--- src/rtl/scan_pkg.sv ---
// rtl/scan_pkg.sv - shared types and constants for the scan-chain initiator
package scan_pkg;

    typedef enum logic [1:0] {
        IDLE  = 2'd0,
        SHIFT = 2'd1,
        RESP  = 2'd2
    } scan_state_t;

    localparam logic MODE_READ = 1'b0;
    localparam logic MODE_LOAD = 1'b1;

    localparam int DEFAULT_CHAIN_LEN = 32;

endpackage

--- src/rtl/scan_ctrl_if.sv ---
// rtl/scan_ctrl_if.sv - host command/response handshake bundle for scan_ctrl
interface scan_ctrl_if #(
    parameter int CHAIN_LEN = scan_pkg::DEFAULT_CHAIN_LEN
) ();

    logic                 cmd_valid;
    logic                 cmd_ready;
    logic                 cmd_load;
    logic [CHAIN_LEN-1:0] cmd_wdata;
    logic                 rsp_valid;
    logic                 rsp_ready;
    logic [CHAIN_LEN-1:0] rsp_rdata;

    modport master (
        output cmd_valid,
        output cmd_load,
        output cmd_wdata,
        output rsp_ready,
        input  cmd_ready,
        input  rsp_valid,
        input  rsp_rdata
    );

    modport slave (
        input  cmd_valid,
        input  cmd_load,
        input  cmd_wdata,
        input  rsp_ready,
        output cmd_ready,
        output rsp_valid,
        output rsp_rdata
    );

endinterface

--- src/rtl/scan_shift_unit.sv ---
// rtl/scan_shift_unit.sv - transmit/receive shift registers and shift counter
module scan_shift_unit #(
    parameter int CHAIN_LEN = scan_pkg::DEFAULT_CHAIN_LEN,
    parameter int CNT_W     = $clog2(CHAIN_LEN + 1)
) (
    input  logic                 clk,
    input  logic                 reset,
    input  logic                 start,
    input  logic [CHAIN_LEN-1:0] wdata,
    input  logic                 shift,
    input  logic                 sout,
    output logic                 tx_msb,
    output logic [CHAIN_LEN-1:0] rx_data,
    output logic                 done
);

    logic [CHAIN_LEN-1:0] tx_sr;
    logic [CHAIN_LEN-1:0] rx_sr;
    logic [CNT_W-1:0]     cnt;

    always_ff @(posedge clk or negedge reset) begin
        if (!reset) begin
            tx_sr <= '0;
            rx_sr <= '0;
            cnt   <= '0;
        end else if (start) begin
            tx_sr <= wdata;
            rx_sr <= '0;
            cnt   <= '0;
        end else if (shift) begin
            tx_sr <= tx_sr << 1;
            rx_sr <= {rx_sr[CHAIN_LEN-2:0], sout};
            cnt   <= cnt + CNT_W'(1);
        end
    end

    // Flags the shift that completes the word so the FSM leaves SHIFT on that same edge.
    assign done    = shift && (cnt == CNT_W'(CHAIN_LEN - 1));
    assign tx_msb  = tx_sr[CHAIN_LEN-1];
    assign rx_data = rx_sr;

endmodule

--- src/rtl/scan_ctrl.sv ---
// rtl/scan_ctrl.sv - scan-chain initiator: parallel load/read commands to a serial scan port
module scan_ctrl
    import scan_pkg::*;
#(
    parameter int CHAIN_LEN = DEFAULT_CHAIN_LEN
) (
    input  logic        clk,
    input  logic        reset,
    scan_ctrl_if.slave  bus,
    input  logic        pause,
    output logic        scan_sen,
    output logic        scan_ce,
    output logic        scan_sin,
    input  logic        scan_sout,
    output logic        busy
);

    localparam int CNT_W = $clog2(CHAIN_LEN + 1);

    scan_state_t state, state_nxt;
    logic        mode;
    logic        start;
    logic        shift;
    logic        tx_msb;
    logic        done;
    logic        cmd_ready;
    logic        rsp_valid;

    always_ff @(posedge clk or negedge reset) begin
        if (!reset) begin
            state <= IDLE;
            mode  <= MODE_READ;
        end else begin
            state <= state_nxt;
            if (start) mode <= bus.cmd_load;
        end
    end

    always_comb begin
        state_nxt = state;
        cmd_ready = 1'b0;
        rsp_valid = 1'b0;
        scan_sen  = 1'b0;
        scan_ce   = 1'b0;
        scan_sin  = 1'b0;
        start     = 1'b0;
        case (state)
            IDLE: begin
                cmd_ready = 1'b1;
                if (bus.cmd_valid) begin
                    start     = 1'b1;
                    state_nxt = SHIFT;
                end
            end
            SHIFT: begin
                scan_sen = 1'b1;
                scan_ce  = !pause;
                // A read feeds sout straight back so the chain is restored after a full pass.
                scan_sin = (mode == MODE_LOAD) ? tx_msb : scan_sout;
                if (done) state_nxt = RESP;
            end
            RESP: begin
                rsp_valid = 1'b1;
                if (bus.rsp_ready) state_nxt = IDLE;
            end
            default: state_nxt = IDLE;
        endcase
    end

    assign shift         = scan_ce;
    assign busy          = (state != IDLE);
    assign bus.cmd_ready = cmd_ready;
    assign bus.rsp_valid = rsp_valid;

    scan_shift_unit #(
        .CHAIN_LEN (CHAIN_LEN),
        .CNT_W     (CNT_W)
    ) u_shift (
        .clk     (clk),
        .reset   (reset),
        .start   (start),
        .wdata   (bus.cmd_wdata),
        .shift   (shift),
        .sout    (scan_sout),
        .tx_msb  (tx_msb),
        .rx_data (bus.rsp_rdata),
        .done    (done)
    );

endmodule
--- src/flat_wrapper.sv ---
// flat-port wrapper written by rule: the top's interface ports become plain ports
module scan_ctrl_flat import scan_pkg::*;
#(
    parameter int CHAIN_LEN = DEFAULT_CHAIN_LEN
)
  (clk, reset, pause, scan_sen, scan_ce, scan_sin, scan_sout, busy, bus_cmd_valid, bus_cmd_load, bus_cmd_wdata, bus_rsp_ready, bus_cmd_ready, bus_rsp_valid, bus_rsp_rdata);
  scan_ctrl_if #(.CHAIN_LEN(CHAIN_LEN)) bus_i ();
  input  logic clk;
  input  logic reset;
  input  logic pause;
  output logic scan_sen;
  output logic scan_ce;
  output logic scan_sin;
  input  logic scan_sout;
  output logic busy;
  input wire logic [$bits(bus_i.cmd_valid)-1:0] bus_cmd_valid;
  input wire logic [$bits(bus_i.cmd_load)-1:0] bus_cmd_load;
  input wire logic [$bits(bus_i.cmd_wdata)-1:0] bus_cmd_wdata;
  input wire logic [$bits(bus_i.rsp_ready)-1:0] bus_rsp_ready;
  output wire logic [$bits(bus_i.cmd_ready)-1:0] bus_cmd_ready;
  output wire logic [$bits(bus_i.rsp_valid)-1:0] bus_rsp_valid;
  output wire logic [$bits(bus_i.rsp_rdata)-1:0] bus_rsp_rdata;
  assign bus_i.cmd_valid = bus_cmd_valid;
  assign bus_i.cmd_load = bus_cmd_load;
  assign bus_i.cmd_wdata = bus_cmd_wdata;
  assign bus_i.rsp_ready = bus_rsp_ready;
  assign bus_cmd_ready = bus_i.cmd_ready;
  assign bus_rsp_valid = bus_i.rsp_valid;
  assign bus_rsp_rdata = bus_i.rsp_rdata;
  scan_ctrl #(.CHAIN_LEN(CHAIN_LEN)) u_core (.clk(clk), .reset(reset), .bus(bus_i), .pause(pause), .scan_sen(scan_sen), .scan_ce(scan_ce), .scan_sin(scan_sin), .scan_sout(scan_sout), .busy(busy));
endmodule
--- config.mk ---
export PLATFORM = sky130hd
export DESIGN_NAME = scan_ctrl_flat
export DESIGN_NICKNAME = d
export VERILOG_FILES = /design/src/rtl/scan_pkg.sv /design/src/rtl/scan_ctrl_if.sv /design/src/rtl/scan_shift_unit.sv /design/src/rtl/scan_ctrl.sv /design/src/flat_wrapper.sv
export SDC_FILE = /design/constraint.sdc
export NUM_CORES = 1
export LEC_CHECK = 0
export BUFFER_PORTS_ARGS = -buffer_cell sky130_fd_sc_hd__buf_2
export CORE_ASPECT_RATIO = 0.5
export CORE_UTILIZATION = 30
export CTS_CLUSTER_SIZE = 12
export DETAILED_ROUTE_END_ITERATION = 10
export GPL_ROUTABILITY_DRIVEN = 0
export GPL_TIMING_DRIVEN = 0
export PLACE_DENSITY_LB_ADDON = 0.12
export SETUP_SLACK_MARGIN = 0.02
export SLEW_MARGIN = 40
export SYNTH_ARGS = -nofsm -noshare
export SYNTH_HDL_FRONTEND = slang
export SYNTH_SLANG_ARGS = --single-unit
--- constraint.sdc ---
create_clock -name clk -period 2.3 [get_ports clk]
set_input_delay 0.575 -clock clk [delete_from_list [all_inputs] [get_ports clk]]
set_output_delay 0.575 -clock clk [all_outputs]
set_load 0.05 [all_outputs]
==> flow_metrics.py, run 1 <==
metrics = {
    "run_status": {
        "status": "finished clean",
    },
    "place": {
        "dp_hpwl_um": 5490,
        "placement.io_buffers": 76,
    },
    "pwr": {
        "finalPower_mw": 5.91,
        "p_per_area_mw_per_mm2": 1440,
        "ir_drop_mv": 0.382,
        "power.leakage_nw": 1.87,
    },
    "grt": {
        "track_usage_pct": 15.3,
        "grt_first_pass_wirelength_um": 12800,
        "grt_pass1_vias": 2593,
        "antenna_found_initial": 1,
        "grt_overflow": 0,
        "grt_max_degree": 58,
    },
    "floorplan": {
        "dieArea_mm2": 0.0110,
        "die_h_um": 74.7,
        "fp-row-count": 26,
        "initial_core_util_pct": 31.0,
        "core_mm2": 0.0102,
        "die_w_um": 147,
        "ioPinCount": 77,
    },
    "worst_setup_path": {
        "cp-end-kind": "primary output",
        "cp-start-kind": "flop",
        "r2r_slack_ns": 0.47,
        "worstPathArrival_ns": 1.60,
        "crit_path_start": "u_core.state[1]",
        "required_ns": 1.73,
        "r2r_start": "u_core.state[0]",
        "criticalPathCategory": "reg2out",
        "crit_fanout": 11,
    },
    "synth": {
        "netlist_instances": 327,
        "ys_ff_latch": 73,
        "synth.yosys.seq_area_share_pct": 57.6,
        "synthTopCellsByArea": "dfrtp_1 58%, nand2_1 8.2%, a21oi_1 4.9%",
        "synth_area_leader_cell": "dfrtp_1",
        "synth.distinct_cells": 30,
        "synth.avg_cell_area_um2": 9.70,
        "yosysTopAreaCellShare_pct": 57.6,
        "synthesis.area_mm2": 0.00317,
        "ys_warn_count": 0,
        "ys.flop_type": "dfrtp_1",
        "synth_edf_count": 0,
        "synthArstFlopShare_pct": 100,
        "syn-num-nets": 367,
    },
    "clock_network": {
        "max-clock-path-buffers": 2,
        "clock_latency_ns": 0.33,
        "cts_hold_buf": 0,
        "clock_sinks": 73,
        "numCtsBuffers": 9,
        "path_clk_slew_ns": 0.05,
        "cts_tree": "built",
        "cts_max_level": 3,
        "root_buffer": "clkbuf_16",
    },
    "routing": {
        "num_vias": 2708,
        "drc": 0,
        "drt_first_pass_iters": 4,
        "wirelength_um": 7940,
        "ant_nets": 0,
        "viasPerCell": 4.78,
        "wire_per_inst_um": 14.0,
        "drtIter0Drc": 103,
    },
    "timing": {
        "final-setup-viol-count": 0,
        "final-hold-violation-count": 0,
        "period_needed_ns": 2.18,
        "max_slew_margin_pct": 50.7,
        "rsz0062_at_grt": "no",
        "drv_slew": 0,
        "layout_worst_path_cycle_share_pct": 94.6,
        "worstMarginPinSlew_ns": 0.739,
        "max_freq_mhz": 460,
        "tns_ns": 0,
        "fin_skew_ns": 0.00427,
    },
    "layout": {
        "layout_common_cells": "79 x buf_2, 73 x dfrtp_1, 69 x nand2_1",
        "drive_above_1_share_pct": 30.2,
        "area_delta_synth_final_pct": 29.1,
        "ff_latch_area_mm2": 0.00183,
        "layout.nets": 462,
        "multiInputGateArea_mm2": 0.00117,
        "nFillCells": 1076,
        "diodes": 0,
        "final_common_cell": "buf_2",
    },
    "min_path": {
        "min_path_type": "in2async",
    },
    "run": {
        "maxCapViolations": 0,
    },
}
[worst paths after layout]
path / end / cells after the start
worst max-delay path: scan_ce / 5
worst min-delay path: u_core.u_shift.rx_data[12] / 1
worst max register to register: u_core.u_shift.rx_data[14] / 5
worst min register to register: u_core.u_shift.tx_sr[11] / 2
max in group asynchronous: u_core.u_shift.tx_sr[18] / 2
min in group clk: u_core.mode / 3
[per-layer routing]
metal / vias to the layer above / routed length [µm] / global-route usage [%]
met4: 0 / 119 / 6.19
li1: 1318 / - / -
met1: 1313 / 3700 / 19.5
met2: 68 / 3680 / 24.9
met3: 9 / 444 / 4.36
met5: - / 0 / 0
[sequential cells by signal (all words and copies together) (netlist names)]
name / flops
u_core.u_shift.tx_sr: 32
u_core.mode: 1
u_core.u_shift.cnt: 6
u_core.state: 2
u_core.u_shift.rx_data: 32
[synthesized netlist by cell type (2+ instances only)]
| cell | number |
|---|---|
| buf_2 | 5 |
| a21oi_1 | 31 |
| o31ai_1 | 3 |
| buf_6 | 2 |
| inv_1 | 4 |
| o22ai_1 | 22 |
| buf_8 | 3 |
| nor2_1 | 35 |
| a22o_1 | 7 |
| buf_4 | 2 |
| buf_1 | 5 |
| nand2b_1 | 2 |
| dfrtp_1 | 73 |
| o21ai_0 | 2 |
| nand2_1 | 69 |
| a21oi_2 | 17 |
| o211ai_1 | 2 |
| nor3_1 | 22 |
| nor3b_1 | 2 |
| nand4b_1 | 2 |
| clkbuf_1 | 8 |
[power by group]
group / internal (mW) / switching (mW)
Combinational: 0.771 / 1.69
Clock: 0.784 / 0.503
Sequential: 1.81 / 0.354
Total: 3.36 / 2.55
[cells by family (layout without fill, tap and decap cells)]
group	count (synthesis)	in the layout	share of synthesized area, %
compound gates	84	84	17.3
buf+inv	30	130	5.68
simple gates	137	137	18.4
mux	1	1	0.315
flops	73	73	57.6
fa+ha+maj	1	1	0.394
xor+xnor	1	1	0.276
[critical path, cell delays in order (launching register included)]
cell      delay (ns)
dfrtp_1         0.38
or3b_1          0.37
buf_4           0.18
clkinv_4        0.07
buf_12          0.12
buf_8           0.14
[metrics by stage]
| stage | hold slack [ns] | util, % | setup WS [ns] | std cells | instance area (µm²) |
|---|---|---|---|---|---|
| 2_1_floorplan | 0.279 | - | 0.160 | 327 | 3170 |
| 3_3_place_gp | 0.480 | 36.4 | -0.0964 | 543 | 3730 |
| 3_5_place_dp | 0.420 | 36.7 | -0.0982 | 544 | 3760 |
| 4_1_cts | 0.0620 | 39.5 | 0.0270 | 561 | 4050 |
| 5_1_grt | 0.0704 | 40.0 | 0.0494 | 567 | 4100 |
| 6_report | 0.0688 | 40.0 | 0.124 | 567 | 4100 |
[what timing repair did]
action	in CTS	in global routing
pin swaps	0	0
gates resized for setup	3	1
setup buffers	2	6
setup endpoints to repair	1	1
[final cells by class]
class | instances | share of cell area [%]
flip-flops and latches | 73 | 44.6
multi-input cells | 224 | 28.5
repair buffers | 85 | 11.8
clock buffers | 13 | 6.35
well taps | 140 | 4.27
plain buffers | 24 | 3.57
inverters | 5 | 0.580
clock inverters | 3 | 0.366
(Power assumes the default switching activity.)
==> run 2: changes to the inputs <==
Settings changed: PLACE_DENSITY_LB_ADDON 0.12 to unset.
==> flow_metrics.py, run 2 (same netlist as run 1, synthesis figures left out) <==
metrics = {
    "grt": {
        "grt_pass1_vias": 2432,
        "antenna_found_initial": 0,
        "grt_overflow": 0,
        "grt_first_pass_wirelength_um": 12500,
        "track_usage_pct": 14.8,
        "grt_max_degree": 40,
    },
    "place": {
        "post-place-ws_ns": -0.106,
        "placement.io_buffers": 76,
        "dp_hpwl_um": 5510,
        "dp.cells": 544,
        "postPlaceCellArea_mm2": 0.00375,
    },
    "layout": {
        "layout_common_cells": "79 x buf_2, 71 x dfrtp_1, 69 x nand2_1",
        "post-route-util_pct": 39.4,
        "layout.cells.non_filler": 561,
        "diodes": 0,
        "drive_above_1_share_pct": 29.2,
        "layout.nets": 457,
        "design_area_mm2": 0.00404,
        "final_common_cell": "buf_2",
        "area_delta_synth_final_pct": 27.3,
    },
    "pwr": {
        "power.leakage_nw": 1.82,
        "p_per_area_mw_per_mm2": 1450,
        "finalPower_mw": 5.85,
        "ir_drop_mv": 0.359,
    },
    "floorplan": {
        "ioPinCount": 77,
        "core_mm2": 0.0102,
        "fp-row-count": 26,
        "dieArea_mm2": 0.0110,
        "initial_core_util_pct": 31.0,
        "die_w_um": 147,
        "die_h_um": 74.7,
    },
    "clock_network": {
        "cts_tree": "built",
        "cts_max_level": 3,
        "max-clock-path-buffers": 2,
        "clock_latency_ns": 0.33,
        "clock_sinks": 73,
        "path_clk_slew_ns": 0.05,
        "root_buffer": "clkbuf_16",
        "numCtsBuffers": 9,
        "cts_hold_buf": 0,
    },
    "worst_setup_path": {
        "max_stage_delay_ns": 0.43,
        "criticalPathCategory": "reg2out",
        "crit_fanout": 22,
        "required_ns": 1.73,
        "crit_path_start": "u_core.state[1]",
        "r2r_start": "u_core.state[1]",
        "cp-start-kind": "flop",
        "cp-end-kind": "primary output",
        "crit_slowest_cell": "dfrtp_2",
        "critPathTopFamily": "flip-flops",
        "r2r_slack_ns": 0.52,
        "worstPathArrival_ns": 1.57,
        "crit_chain": "or3b_4 -> buf_6 -> clkinv_8 -> buf_8",
        "crit_buf_inv": 3,
    },
    "timing": {
        "final-hold-violation-count": 0,
        "max_freq_mhz": 467,
        "rsz0062_at_grt": "no",
        "worst_hold_slack_ns": 0.132,
        "final-setup-viol-count": 0,
        "layout_worst_path_cycle_share_pct": 93.2,
        "drv_slew": 0,
        "fin_skew_ns": 0.00211,
        "worstMarginPinSlew_ns": 0.720,
        "fin_ws_ns": 0.157,
        "tns_ns": 0,
        "max_slew_margin_pct": 52.0,
        "period_needed_ns": 2.14,
    },
    "routing": {
        "ant_nets": 0,
        "wire_per_inst_um": 14.1,
        "num_vias": 2626,
        "viasPerCell": 4.68,
        "wirelength_um": 7930,
        "drc": 0,
        "drt_first_pass_iters": 6,
        "drtIter0Drc": 159,
    },
    "run_status": {
        "status": "finished clean",
    },
    "min_path": {
        "min_path_type": "in2async",
    },
    "run": {
        "maxCapViolations": 0,
    },
}
==> run 2: cell count changes in the layout (fill, tap and decap cells not counted), sizes merged <==
cell	change
buf	-5
clkinv	-3
clkbuf	+2
==> run 2: where the power goes <==
part | internal, mW | leakage (nW) | total (mW) | switching (mW)
logic | 0.741 | 0.798 | 2.44 | 1.69
clock network | 0.755 | 0.124 | 1.25 | 0.490
registers | 1.81 | 0.897 | 2.16 | 0.356
==> run 2: layout make-up <==
class                   count  area [µm²]
plain buffers              23         130
clock buffers              15         258
flip-flops and latches     73        1830
fillers                  1067        6210
well taps                 140         175
repair buffers             81         447
multi-input cells         224        1170
inverters                   5        31.3
==> run 2: routing by layer <==
| layer | up-vias | share of wire (%) | global-route usage [%] |
|---|---|---|---|
| met5 | - | 0 | 0 |
| met4 | 0 | 0.088 | 3.09 |
| met3 | 3 | 3.9 | 4.73 |
| met2 | 52 | 47 | 23.5 |
| met1 | 1272 | 49 | 20.1 |
| li1 | 1299 | - | - |
==> run 2: worst paths after layout <==
| path | endpoint | cells past startpoint |
|---|---|---|
| max | scan_ce | 4 |
| min | u_core.u_shift.rx_data[24] | 1 |
| max reg2reg | u_core.u_shift.cnt[4] | 6 |
| min reg2reg | u_core.u_shift.tx_sr[19] | 2 |
| max in group asynchronous | u_core.state[0] | 2 |
| min in group clk | u_core.u_shift.tx_sr[0] | 2 |
==> run 2: what timing repair did <==
item                                   CTS  global route
buffers inserted                         1             3
endpoints found under the hold margin    0             0
setup endpoints to repair                1             1
pin swaps                                0             0
resized for setup                        7             1
